$ cat src/rtl/reu_dma_sequencer.sv
// REU DMA sequencer: stash/fetch/swap/verify between the C64 bus and expansion RAM.
// One byte per BA-high PHI2 cycle (swap takes two); BA low freezes all progress.
module reu_dma_sequencer #(
  parameter int REU_AW = 19
) (
  input  logic              PHI2,
  input  logic              nRES,
  input  logic              Execute,
  input  logic [1:0]        Cmd,
  input  logic              Autoload,
  input  logic              FixC64,
  input  logic              FixREU,
  input  logic [15:0]       C64Base,
  input  logic [REU_AW-1:0] REUBase,
  input  logic [15:0]       LenBase,
  input  logic              BA,
  input  logic [7:0]        C64Din,
  input  logic [7:0]        RAMDin,
  output logic              DMA,
  output logic              DMARW,
  output logic [15:0]       C64A,
  output logic [REU_AW-1:0] REUA,
  output logic [7:0]        C64Dout,
  output logic [7:0]        RAMDout,
  output logic              RAMWE,
  output logic              Busy,
  output logic              Done,
  output logic              EOB,
  output logic              Fault
);

  typedef enum logic [2:0] {
    S_IDLE, S_XFER, S_SWAP_RD, S_SWAP_WR, S_FINISH
  } state_t;

  localparam logic [1:0] CMD_STASH  = 2'b00;
  localparam logic [1:0] CMD_FETCH  = 2'b01;
  localparam logic [1:0] CMD_SWAP   = 2'b10;
  localparam logic [1:0] CMD_VERIFY = 2'b11;
  localparam logic [REU_AW-1:0] REU_ONE = REU_AW'(1);

  state_t            state_q, state_d;
  logic [1:0]        cmd_q, cmd_d;
  logic [15:0]       c64a_q, c64a_d;
  logic [REU_AW-1:0] reua_q, reua_d;
  logic [15:0]       len_q, len_d;
  logic [7:0]        hc_q, hc_d, hr_q, hr_d;
  logic              dma_q, dma_d, busy_q, busy_d;
  logic              done_q, done_d, eob_q, eob_d, fault_q, fault_d;
  logic              step, last, mismatch;

  always_comb begin
    state_d  = state_q;
    cmd_d    = cmd_q;
    c64a_d   = c64a_q;
    reua_d   = reua_q;
    len_d    = len_q;
    hc_d     = hc_q;
    hr_d     = hr_q;
    dma_d    = dma_q;
    busy_d   = busy_q;
    done_d   = 1'b0;
    eob_d    = 1'b0;
    fault_d  = 1'b0;
    step     = 1'b0;
    last     = (len_q == 16'd1);
    mismatch = 1'b0;

    case (state_q)
      S_IDLE: begin
        if (Execute) begin
          cmd_d   = Cmd;
          c64a_d  = C64Base;
          reua_d  = REUBase;
          len_d   = LenBase;
          dma_d   = 1'b1;
          busy_d  = 1'b1;
          state_d = (Cmd == CMD_SWAP) ? S_SWAP_RD : S_XFER;
        end
      end
      S_XFER: begin
        if (BA) begin
          step     = 1'b1;
          mismatch = (cmd_q == CMD_VERIFY) && (C64Din != RAMDin);
          if (last || mismatch) begin
            state_d = S_FINISH;
            dma_d   = 1'b0;
            done_d  = 1'b1;
            eob_d   = last;
            fault_d = mismatch;
          end
        end
      end
      S_SWAP_RD: begin
        if (BA) begin
          hc_d    = C64Din;
          hr_d    = RAMDin;
          state_d = S_SWAP_WR;
        end
      end
      S_SWAP_WR: begin
        if (BA) begin
          step = 1'b1;
          if (last) begin
            state_d = S_FINISH;
            dma_d   = 1'b0;
            done_d  = 1'b1;
            eob_d   = 1'b1;
          end else begin
            state_d = S_SWAP_RD;
          end
        end
      end
      S_FINISH: begin
        state_d = S_IDLE;
        busy_d  = 1'b0;
        if (Autoload) begin
          c64a_d = C64Base;
          reua_d = REUBase;
          len_d  = LenBase;
        end
      end
      default: state_d = S_IDLE;
    endcase

    // Counters still step past a failing verify byte, like the original REC.
    if (step) begin
      if (!FixC64) c64a_d = c64a_q + 16'd1;
      if (!FixREU) reua_d = reua_q + REU_ONE;
      len_d = len_q - 16'd1;
    end
  end

  always_ff @(posedge PHI2) begin
    if (!nRES) begin
      state_q <= S_IDLE;
      cmd_q   <= CMD_STASH;
      c64a_q  <= C64Base;
      reua_q  <= REUBase;
      len_q   <= LenBase;
      hc_q    <= 8'h00;
      hr_q    <= 8'h00;
      dma_q   <= 1'b0;
      busy_q  <= 1'b0;
      done_q  <= 1'b0;
      eob_q   <= 1'b0;
      fault_q <= 1'b0;
    end else begin
      state_q <= state_d;
      cmd_q   <= cmd_d;
      c64a_q  <= c64a_d;
      reua_q  <= reua_d;
      len_q   <= len_d;
      hc_q    <= hc_d;
      hr_q    <= hr_d;
      dma_q   <= dma_d;
      busy_q  <= busy_d;
      done_q  <= done_d;
      eob_q   <= eob_d;
      fault_q <= fault_d;
    end
  end

  assign DMA     = dma_q;
  assign Busy    = busy_q;
  assign Done    = done_q;
  assign EOB     = eob_q;
  assign Fault   = fault_q;
  assign C64A    = c64a_q;
  assign REUA    = reua_q;
  assign DMARW   = !((state_q == S_SWAP_WR) || (state_q == S_XFER && cmd_q == CMD_FETCH));
  assign RAMWE   = BA && ((state_q == S_SWAP_WR) || (state_q == S_XFER && cmd_q == CMD_STASH));
  assign C64Dout = (state_q == S_SWAP_WR) ? hr_q : RAMDin;
  assign RAMDout = (state_q == S_SWAP_WR) ? hc_q : C64Din;

endmodule

$ cat config.mk
export PLATFORM = sky130hd
export DESIGN_NAME = reu_dma_sequencer
export DESIGN_NICKNAME = d
export VERILOG_FILES = /design/src/rtl/reu_dma_sequencer.sv
export SDC_FILE = /design/constraint.sdc
export NUM_CORES = 1
export LEC_CHECK = 0
export ABC_AREA = 1
export BUFFER_PORTS_ARGS = -buffer_cell sky130_fd_sc_hd__buf_4
export CAP_MARGIN = 20
export CORE_ASPECT_RATIO = 0.75
export CORE_MARGIN = 2
export CORE_UTILIZATION = 45
export DETAILED_ROUTE_END_ITERATION = 7
export PLACE_DENSITY = 0.73
export SETUP_SLACK_MARGIN = 0.4
export SLEW_MARGIN = 25
export SYNTH_ARGS = -nofsm -noshare
export SYNTH_HDL_FRONTEND = slang
export SYNTH_SLANG_ARGS = --single-unit
$ cat constraint.sdc
create_clock -name PHI2 -period 2.3 [get_ports PHI2]
set_clock_uncertainty 0.1 [all_clocks]
set_input_delay 0.23 -clock PHI2 [delete_from_list [all_inputs] [get_ports PHI2]]
set_output_delay 0.23 -clock PHI2 [all_outputs]
set_load 0.005 [all_outputs]
==> results of run 1 <==
[kinds of logic (layout without fill, tap and decap cells)]
logic type      Yosys count  in the layout
flops                    77             77
simple gates            293            294
mux                       2              2
xor+xnor                  8              8
compound gates          182            182
fa+ha+maj                 4              4
buf+inv                 140            287
[sequential cells by signal, summed over array words and instances (netlist names)]
name	cells
REUA	19
C64A	16
len_q	16
hc_q	8
hr_q	8
state_q	3
cmd_q	2
Busy	1
DMA	1
Done	1
EOB	1
Fault	1
[critical path: stages, from the launching register on]
cell       delay [ns]
dfxtp_2          0.35
inv_4            0.05
nor2_4           0.09
inv_2            0.07
nor2_4           0.10
buf_12           0.15
clkbuf_16        0.15
nand2_4          0.04
o21ai_2          0.06
buf_4            0.12
[metrics by stage]
stage                     setup WS, ns  instances  instance area, µm²
final                            0.455        990                6670
after CTS                        0.369        979                6370
after detailed placement         0.281        951                5820
after global placement           0.374        951                5820
after floorplan                  0.552        706                4760
after global routing             0.354        990                6670
[routing by layer]
| layer | GRT usage | part of all wire |
|---|---|---|
| met5 | 0 | 0 |
| met4 | 0.0565 | 0.012 |
| met1 | 0.291 | 0.44 |
| met3 | 0.0634 | 0.070 |
| met2 | 0.392 | 0.48 |
[synth_stat cells, drive strengths merged (3+ instances only)]
| master | instances | area share |
|---|---|---|
| a21oi | 32 | 0.034 |
| a31oi | 5 | 0.0066 |
| buf | 15 | 0.027 |
| clkbuf | 16 | 0.013 |
| dfxtp | 61 | 0.26 |
| edfxtp | 16 | 0.10 |
| ha | 4 | 0.011 |
| inv | 109 | 0.087 |
| nand2 | 177 | 0.14 |
| nand3 | 40 | 0.042 |
| nand4 | 3 | 0.0039 |
| nor2 | 57 | 0.058 |
| nor3 | 13 | 0.015 |
| o211ai | 13 | 0.021 |
| o21ai | 100 | 0.11 |
| o22ai | 11 | 0.017 |
| o311ai | 10 | 0.018 |
| xnor2 | 5 | 0.0092 |
| xor2 | 3 | 0.0055 |
[power by group through the flow]
stage	Sequential, mW	Clock (mW)	Combinational [mW]
floorplan	2.05	0	1.56
global placement	2.11	0	2.21
detailed placement	2.13	0	2.28
CTS	2.10	1.86	2.39
global route	2.19	1.92	2.91
finish	2.15	1.84	2.60
[how the worst max path moves through the flow]
stage / from / endpoint / slack (ns) / cells after the start
6_report: state_q[0] / C64Dout[1] / 0.45 / 9
5_1_grt: REUA[1] / REUA[18] / 0.35 / 12
4_1_cts: state_q[0] / C64Dout[1] / 0.37 / 9
3_5_place_dp: state_q[1] / REUA[18] / 0.28 / 12
3_3_place_gp: state_q[1] / REUA[18] / 0.37 / 12
2_1_floorplan: state_q[0] / len_q[0] / 0.55 / 6
[cell type report]
cell class              count  area (µm²)  area share
well taps                 136         170      0.0255
clock inverters             4        95.1      0.0143
multi-input cells         490        2650       0.398
inverters                 109         424      0.0636
clock buffers              12         300      0.0450
repair buffers            162        1310       0.197
flip-flops and latches     77        1710       0.257
[what timing repair did]
item,CTS,global route
hold buffers,6,0
hold endpoints to repair,6,0
pin swaps,3,9
resized for setup,10,80
setup buffers,5,9
endpoints found under the setup margin,40,50
cloned,1,2
==> impl_results.md, run 1 <==
* Outcome: completed
* Ant diodes at 0
* # port buffers at roughly 130
* Req. time, crit path at ~2.0 ns
* Final Cycle Share at 0.802
* RSZ-0062 raised after global routing: yes
* Clock Path Buffers at 2
* R2R Path End: REUA[18]
* Measured slew at the worst slew-check pin at 0.595 ns
* Post-route ant nets at 0
* Synth Area in Simple Gates at 0.267
* Setup violations, final at 0
* Largest family of logic cells by synthesized area: simple AND/OR/NAND/NOR gates
* Net Sw Power at roughly 2.4 mW
* DRC viols at 0
* Nets at 929
* Syn Inst Count at 706
* Tmin final at 1.85 ns
* Ys async rst share at 0
* Critical path endpoint category: output port
* Root Driver: clkbuf_16
* Die X at approximately 120 µm
* CP Launch Type: flip-flop
* Post-synthesis xor/xnor area fraction at 0.0147
* Hold path cells at 3
* Fin. max-slew vios at 0
* Synth Area in Compound Gates at 0.219
* Post-layout power at 6.58 mW
* Leak at 3.12 nW
* Min-delay src: REUBase[17]
* EDFF count, synth at 16
* Fin. Hold Viols at 0
* Number of global-route vias before repair at 4750
* WL per Instance at approximately 14 µm
* Sequential power share at 0.326
* Share of post-route cells with drive strength above 1 at 0.294
* Worst R2R Path Depth at 12
* Synth Warn # at 0
* H-tree Lvls at 3
* Pre-antenna DRT Iters at 5
* Switching share of power at 0.366
* Largest net degree at the start of global routing at 58
* Most common cell after layout, fill and taps aside: nand2_1
* Initial antenna violation count at 0
* Final Util at 0.648
* Post-synth net total at 786
* Routed vias at 5178
* Worst r2r src: REUA[1]
* CTS Buf Count at 9
* Worst Hold Class: in -> reg
* Worst skew pair latency at 0.33 ns
* Adder-cell share of the synthesized area at 0.0105
* Fill cells at 903
* Drt total wl at 13.8 mm
* Core ar. at 10300 µm²
* CTS tree: built
* Area delta synth->final at 40.1%
* Yosys cell types at 43
* Clk network pwr share at 0.279
* Die height at 93.1 µm
* #FFs+latches synth at 77
* CP Class: reg -> out
* Synth Area per Inst at 6.74 µm²
* First-pass GRT wire length at 21.5 mm
* Logic pwr share at 0.395
* Power Density at 987 nW/µm²
* Via density at 5.23
* Final GP Congestion at 0.905
* All-Layer GR Usage at 0.232
* Internal power at 4.17 mW
* CTS sink count at 77
* Worst-path clk slew at 0.06 ns
* Register area share after synthesis at 0.358
* CP arrival at between 1.5 and 2 ns
* DIE AREA at about 11000 µm²
* Synth Cell Area at 4760 µm²
* Hold Path Sink: REUA[17]
* Relative slew slack at 0.604
* DPL Wire Length at 9.17 mm
* Fin Hold WS at 0.0125 ns
* Multiplexer area fraction after synthesis at 0.00447
* Worst-path maximum fanout at 6
* Max IR drop VDD at roughly 0.50 mV
* Most frequent cells in the layout: nand2_1 (157), buf_4 (150), inv_1 (100), o21ai_0 (67), dfxtp_1 (54)
* R2R setup slack at 0.49 ns
* Iter 0 DRT Violations at around 390
* Global route total overflow at 0
* Max-cap viol count at 0
* Initial Util at 0.462
* I/O Pins at 134
* Setup tns final at 0 ns
* Rows at 32
* Peak Freq at about 0.54 GHz
* Primary FF master, synth: dfxtp_1
(Power assumes the default switching activity.)
==> run 2: changes to the inputs <==
Settings changed: ABC_AREA 1 to 0, PLACE_DENSITY 0.73 to 0.72.
Clock period 2.3 ns to 1.78 ns, I/O delays scaled along.
==> run 2 against run 1 <==
The run now ends with negative setup slack left. Worst setup slack worse by 0.94 ns. Combinational power grew 53%. Clock power fell by 3%. Critical path depth shrank 2. Core utilization is 19 points higher. Final cell count fell by 13%. Final area increased by 13%. Routed wire length is 18% higher. Register-to-register slack got worse by 0.98 ns. Global-route usage increased by 4.7 points.
==> impl_results.md, run 2 <==
* Relative slew slack at 0.699 (was 0.604)
* RSZ-0062 raised after global routing: yes (unchanged)
* CTS Buf Count at 9 (unchanged)
* Failing checks: negative setup slack
* Ys async rst share at 0 (unchanged)
* Worst skew pair latency at 0.33 ns (about the same)
* H-tree Lvls at 3 (unchanged)
* Worst-path clk slew at 0.06 ns (about the same)
* Logic pwr share at 0.469 (was 0.395)
* CTS tree: built (unchanged)
* Area contributors post-synth: dfxtp_1 (29%), edfxtp_1 (12%), nand2_1 (7.7%), mux2_2 (4.6%), o21ai_0 (4.0%) (was dfxtp_1 (26%), nand2_1 (14%), edfxtp_1 (10%), o21ai_0 (9.0%), inv_1 (8.0%))
* CP arrival at 2.25 ns (was 1.52 ns)
* Global route total overflow at 0 (unchanged)
* Power Density at 1130 nW/µm² (was 987 nW/µm²)
* Initial Util at 0.461 (was 0.462)
* Net Sw Power at 3.14 mW (was 2.40 mW)
* Share of post-route cells with drive strength above 1 at 0.549 (was 0.294)
* Req. time, crit path at 1.76 ns (was 1.97 ns)
* Largest stage delay, worst path at 0.47 ns (was 0.35 ns)
* Number of flip-flops in the largest register at 19 (unchanged)
* Inst Count DP at 751 (was 951)
* Synth cell count leaders: nand2_1 (86), dfxtp_1 (61), o21ai_0 (33), nor2_1 (29), a21oi_1 (28) (was nand2_1 (173), inv_1 (102), o21ai_0 (86), dfxtp_1 (61), nor2_1 (48))
* Min-delay src: RAMDin[6] (was REUBase[17])
* Leak at 3.13 nW (was 3.12 nW)
* CP Class: reg -> reg (was reg -> out)
* # port buffers at 133 (unchanged)
* CP Launch Type: flip-flop (unchanged)
* Fin. max-slew vios at 0 (unchanged)
* Non-Filler Instances at 864 (was 990)
* Worst Hold Class: in -> reg (unchanged)
* Worst setup margin at -0.488 ns (was 0.455 ns)
* Register area share after synthesis at 0.408 (was 0.358)
* Drt total wl at 16.3 mm (was 13.8 mm)
* Post-route ant nets at 0 (unchanged)
* R2R setup slack at -0.49 ns (was 0.49 ns)
* Routed vias at 4922 (was 5178)
* Critical path endpoint category: flip-flop (was output port)
* Ant diodes at 0 (unchanged)
* R2R Path End: len_q[12] (was REUA[18])
* Initial antenna violation count at 0 (unchanged)
* Largest net degree at the start of global routing at 25 (was 58)
* Die X at 115 µm (was 123 µm)
* Slowest CP cell: or4b_4 (was dfxtp_2)
* I/O Pins at 134 (unchanged)
* CP Cell Sequence: inv_2 > ha_4 > or4b_4 > or3b_4 > nor3_4 > xnor2_1 > o21ai_2 (was inv_4 > nor2_4 > inv_2 > nor2_4 > buf_12 > clkbuf_16 > nand2_4 > o21ai_2 > buf_4)
* Max-cap viol count at 0 (unchanged)
* Via density at 5.70 (was 5.23)
* Peak Freq at 0.441 GHz
* DRC viols at 0 (unchanged)
* Measured slew at the worst slew-check pin at 0.452 ns (was 0.595 ns)
* Tmin final at 2.27 ns
* Yosys top cell area share at 0.293 (was 0.257)
* Clock Path Buffers at 2 (unchanged)
* Synth Cell Area at 4170 µm² (was 4760 µm²)
* Hold path cells at 3 (unchanged)
* Synth Area per Inst at 8.69 µm² (was 6.74 µm²)
* Root Driver: clkbuf_16 (unchanged)
* Fin. Hold Viols at 0 (unchanged)
* Setup violations, final at 68 (was 0)
* Worst r2r src: len_q[0] (was REUA[1])
* DIE AREA at 10100 µm² (was 11400 µm²)
* #FFs+latches synth at 77 (unchanged)
* Dominant cell type by area after synthesis: dfxtp_1 (unchanged)
* Setup tns final at -6.43 ns (was 0 ns)
* Worst-path maximum fanout at 3 (was 6)
* Area delta synth->final at 81.1% (was 40.1%)
* Post-synth net total at 560 (was 786)
* WL per Instance at 18.9 µm (was 14.0 µm)
* Syn Inst Count at 480 (was 706)
* Count leader, synth: nand2_1 (unchanged)
* Pre-antenna DRT Iters at 7 (was 5)
* Core ar. at 9050 µm² (was 10300 µm²)
* Outcome: finished with violations (was completed)
* Hold Path Sink: hr_q[6] (was REUA[17])
* All-Layer GR Usage at 0.279 (was 0.232)
* First-pass GRT wire length at 22.1 mm (was 21.5 mm)
* Primary FF master, synth: dfxtp_1 (unchanged)
* Switching share of power at 0.369 (was 0.366)
* Sequential power share at 0.322 (was 0.326)
* EDFF count, synth at 16 (unchanged)
* Nets at 811 (was 929)
* Synth Warn # at 0 (unchanged)
* Rows at 30 (was 32)
* Final GP Congestion at 0.872 (was 0.905)
* Iter 0 DRT Violations at 462 (was 389)
* Fin Hold WS at 0.0176 ns (was 0.0125 ns)
* Die height at 87.4 µm (was 93.1 µm)
* Final Cycle Share at 1.27
* Clk network pwr share at 0.209 (was 0.279)
* Post-Place Cell Area at 5690 µm² (was 5820 µm²)
* Internal power at 5.36 mW (was 4.17 mW)
* DPL Wire Length at 8.51 mm (was 9.17 mm)
* Number of global-route vias before repair at 4494 (was 4750)
* Worst setup startpoint: len_q[0] (was state_q[0])
* Most frequent cells in the layout: buf_4 (186), dfxtp_1 (49), nand2_1 (49), buf_6 (39) (was nand2_1 (157), buf_4 (150), inv_1 (100), o21ai_0 (67), dfxtp_1 (54))
* Worst R2R Path Depth at 7 (was 12)
* Most common cell after layout, fill and taps aside: buf_4 (was nand2_1)
* CTS sink count at 77 (unchanged)
* Design area at 7550 µm² (was 6670 µm²)
* Yosys cell types at 60 (was 43)
* Max IR drop VDD at 0.716 mV (was 0.497 mV)
## run 2: cell count changes in the layout (fill, tap and decap cells not counted), moves of 15 or more
cell,previous run,this run
dlygate4sd3_1,6,29
inv_1,100,3
o21ai_0,67,1
nand3_1,37,7
nand2_2,14,29
buf_6,1,39
nor2_1,38,17
buf_4,150,186
nand2_1,157,49
## run 2: power by group through the flow
stage	combinational, mW	sequential (mW)	clock (mW)
after floorplan	1.55	2.62	0
final	3.99	2.74	1.78
after detailed placement	2.47	2.69	0
after global placement	2.42	2.67	0
after CTS	3.36	2.67	1.78
after global routing	4.22	2.79	1.86
## run 2: final cells by class
type	instances	area, µm²
Clock buffer	10	229
Sequential cell	77	1730
Timing Repair Buffer	256	2160
Multi-Input combinational cell	381	3190
Tap cell	128	160
Clock inverter	6	52.6
Fill cell	493	1490
Inverter	6	25.0
## run 2: what timing repair did
| item | CTS | global route |
|---|---|---|
| pin swaps | 51 | 48 |
| endpoints found under the setup margin | 110 | 110 |
| endpoints found under the hold margin | 29 | 0 |
| hold buffers | 29 | 0 |
| setup buffers | 35 | 22 |
| gates cloned | 8 | 3 |
| gates resized for setup | 108 | 91 |
## run 2: routing by layer
metal  track usage  routed length, µm  vias to the layer above
li1              -                  -                     2285
met1         0.359               6740                     2352
met2         0.462               7910                      243
met3        0.0765               1250                       42
met4        0.0800                403                        0
met5             0                  0                        -
## run 2: per-stage QoR
| step | worst slack (ns) | power, mW | utilization |
|---|---|---|---|
| floorplan | -0.416 | 4.17 | - |
| global placement | -0.398 | 5.09 | 0.629 |
| CTS | -0.384 | 7.81 | 0.775 |
| detailed placement | -0.423 | 5.16 | 0.629 |
| finish | -0.488 | 8.50 | 0.835 |
| global route | -0.503 | 8.87 | 0.835 |
## run 2: cell families after synthesis
| logic type | after synthesis | share of synthesized area |
|---|---|---|
| compound gates | 111 | 0.171 |
| xor+xnor | 29 | 0.0609 |
| fa+ha+maj | 4 | 0.0120 |
| buf+inv | 32 | 0.0351 |
| flops | 77 | 0.408 |
| mux | 29 | 0.0747 |
| simple gates | 198 | 0.238 |
## run 2: critical path, delay by kind of cell (launching register included)
| family | cells | cell delay, ns |
|---|---|---|
| simple gates | 3 | 1.04 |
| flops | 1 | 0.43 |
| xor+xnor | 1 | 0.15 |
| fa+ha+maj | 1 | 0.14 |
| buf+inv | 1 | 0.11 |
| compound gates | 1 | 0.06 |
## run 2: worst max path at each step
stage | cells after the start | endpoint | slack, ns
2_1_floorplan | 7 | len_q[12] | -0.42
3_3_place_gp | 7 | len_q[12] | -0.40
3_5_place_dp | 7 | len_q[14] | -0.42
4_1_cts | 7 | len_q[14] | -0.38
5_1_grt | 7 | len_q[14] | -0.50
6_report | 7 | len_q[12] | -0.49
==> run 3: changes to the inputs <==
Settings changed: ABC_AREA 0 to 1, CAP_MARGIN 20 to unset, PLACE_DENSITY 0.72 to 0.7.
==> run 3 against run 2 <==
The flow still finishes with violations (negative setup slack). Worst setup slack improved by 0.40 ns. Via count increased by 20%. Routed wire length increased by 11%. Maximum frequency increased by 21%. Clock power increased by 2%. Sequential cell count unchanged. Highest routed layer unchanged. Final area increased by 11%. Combinational power increased by 42%.
==> impl_results.md, run 3 (same netlist as run 1, synthesis figures left out) <==
* H-tree Lvls at 3 (unchanged)
* Largest net degree at the start of global routing at 39 (was 25)
* Number of flip-flops in the largest register at 19 (unchanged)
* DIE AREA at 11400 µm² (was 10100 µm²)
* Most common cell after layout, fill and taps aside: buf_4 (unchanged)
* Max IR drop VDD at 0.809 mV (was 0.716 mV)
* CP Class: reg -> reg (unchanged)
* Failing checks: negative setup slack (unchanged)
* Fill cells at 650 (was 493)
* Clock Path Buffers at 2 (unchanged)
* Worst setup margin at -0.0894 ns (was -0.488 ns)
* Fin. max-slew vios at 0 (unchanged)
* Setup tns final at -0.297 ns (was -6.43 ns)
* Relative slew slack at 0.611 (was 0.699)
* Fin Hold WS at 0.0262 ns (was 0.0176 ns)
* Setup violations, final at 10 (was 68)
* Rows at 32 (was 30)
* Initial antenna violation count at 0 (unchanged)
* Via density at 5.41 (was 5.70)
* Tmin final at 1.87 ns (was 2.27 ns)
* Iter 0 DRT Violations at 509 (was 462)
* Outcome: finished with violations (unchanged)
* Met3 Use GR at 0.0646 (was 0.0765)
* Final GP Congestion at 0.865 (was 0.872)
* Share of post-route cells with drive strength above 1 at 0.436 (was 0.549)
* Initial Util at 0.462 (was 0.461)
* Core ar. at 10300 µm² (was 9050 µm²)
* Die X at 123 µm (was 115 µm)
* Root Driver: clkbuf_16 (unchanged)
* GRT busiest layer: met2 (unchanged)
* Peak Freq at 0.535 GHz (was 0.441 GHz)
* CTS Buf Count at 9 (unchanged)
* WL per Instance at 16.5 µm (was 18.9 µm)
* Non-Filler Instances at 1096 (was 864)
* CTS sink count at 77 (unchanged)
* CP Launch Type: flip-flop (unchanged)
* Post-layout power at 10.3 mW (was 8.50 mW)
* CP arrival at 1.99 ns (was 2.25 ns)
* M1 GR Usage at 0.340 (was 0.359)
* Leak at 3.80 nW (was 3.13 nW)
* Pre-antenna DRT Iters at 5 (was 7)
* Ant diodes at 0 (unchanged)
* Req. time, crit path at 1.90 ns (was 1.76 ns)
* Die height at 93.1 µm (was 87.4 µm)
* Fin. Hold Viols at 0 (unchanged)
* Pre-CTS setup slack at 0.0218 ns (was -0.423 ns)
* Worst-path clk slew at 0.07 ns (was 0.06 ns)
* Measured slew at the worst slew-check pin at 0.579 ns (was 0.452 ns)
* Critical path endpoint category: flip-flop (unchanged)
* Met2 Use GR at 0.490 (was 0.462)
* # port buffers at 133 (unchanged)
* Worst-path maximum fanout at 4 (was 3)
* Drt total wl at 18.1 mm (was 16.3 mm)
* First-pass GRT wire length at 25.9 mm (was 22.1 mm)
* Routed vias at 5931 (was 4922)
* Number of global-route vias before repair at 5621 (was 4494)
* Inst Count DP at 967 (was 751)
* Worst skew pair latency at 0.34 ns (was 0.33 ns)
* RSZ-0062 raised after global routing: yes (unchanged)
* DRC viols at 0 (unchanged)
* I/O Pins at 134 (unchanged)
* DPL Wire Length at 9.65 mm (was 8.51 mm)
* Worst Hold Class: in -> reg (unchanged)
* Post-route ant nets at 0 (unchanged)
* Area delta synth->final at 75.7% (was 81.1%)
* Global route total overflow at 0 (unchanged)
* All-Layer GR Usage at 0.282 (was 0.279)
* Max-cap viol count at 0 (unchanged)
* Nets at 1035 (was 811)
* Power Density at 1230 nW/µm² (was 1130 nW/µm²)
* CTS tree: built (unchanged)
* Final Cycle Share at 1.05 (was 1.27)
* Most frequent cells in the layout: buf_4 (190), nand2_1 (143), inv_1 (93), dfxtp_1 (52), o21ai_1 (46) (was buf_4 (186), dfxtp_1 (49), nand2_1 (49), buf_6 (39))
## run 3: area by class of cell
cell class,instances,area [µm²],area share
multi-input combinational,490,3310,0.396
clock buffer,11,233,0.0278
tap,136,170,0.0204
inverter,109,449,0.0537
sequential,77,1730,0.207
timing repair inverter,2,10.0,0.00120
timing repair buffer,266,2410,0.288
clock inverter,5,51.3,0.00614
## run 3: worst paths after layout
path         startpoint       end  slack (ns)  cells past startpoint
max             REUA[0]  REUA[15]       -0.09                     10
min          LenBase[3]  len_q[3]        0.03                      2
max reg2reg     REUA[0]  REUA[15]       -0.09                     10
min reg2reg     hc_q[0]   hc_q[0]        0.35                      2
## run 3: metrics by stage
stage / util / area, µm²
global placement: 0.593 / 6100
finish: 0.812 / 8360
detailed placement: 0.593 / 6100
CTS: 0.757 / 7790
floorplan: - / 4930
global route: 0.812 / 8360
## run 3: repair_timing
item                       in CTS  in global routing
cloned                         10                  2
resized for setup             147                 95
buffers inserted               51                 17
setup endpoints to repair      91                109
hold endpoints to repair       33                  0
hold buffers                   33                  0
pin swaps                      40                 47
## run 3: power by group
group | switching, mW | internal, mW | total (mW)
combinational | 2.88 | 2.80 | 5.68
clock | 0.746 | 1.08 | 1.82
sequential | 0.459 | 2.32 | 2.78
total | 4.09 | 6.19 | 10.3
## run 3: worst max-delay path, cell delays in order, from the launching register on
cell and delay (ns):
dfxtp_4 0.38, buf_6 0.10, nand3_4 0.07, nor2_4 0.12, nand2_4 0.08, nor3_1 0.46
nand2_1 0.12, nand2_1 0.10, nand3_1 0.07, nand3_1 0.09, nand2_1 0.06
## run 3: metal layers
layer,up-vias,routed length [µm]
met4,0,452
met2,292,9060
met3,53,1200
li1,2835,-
met1,2751,7390
met5,-,0
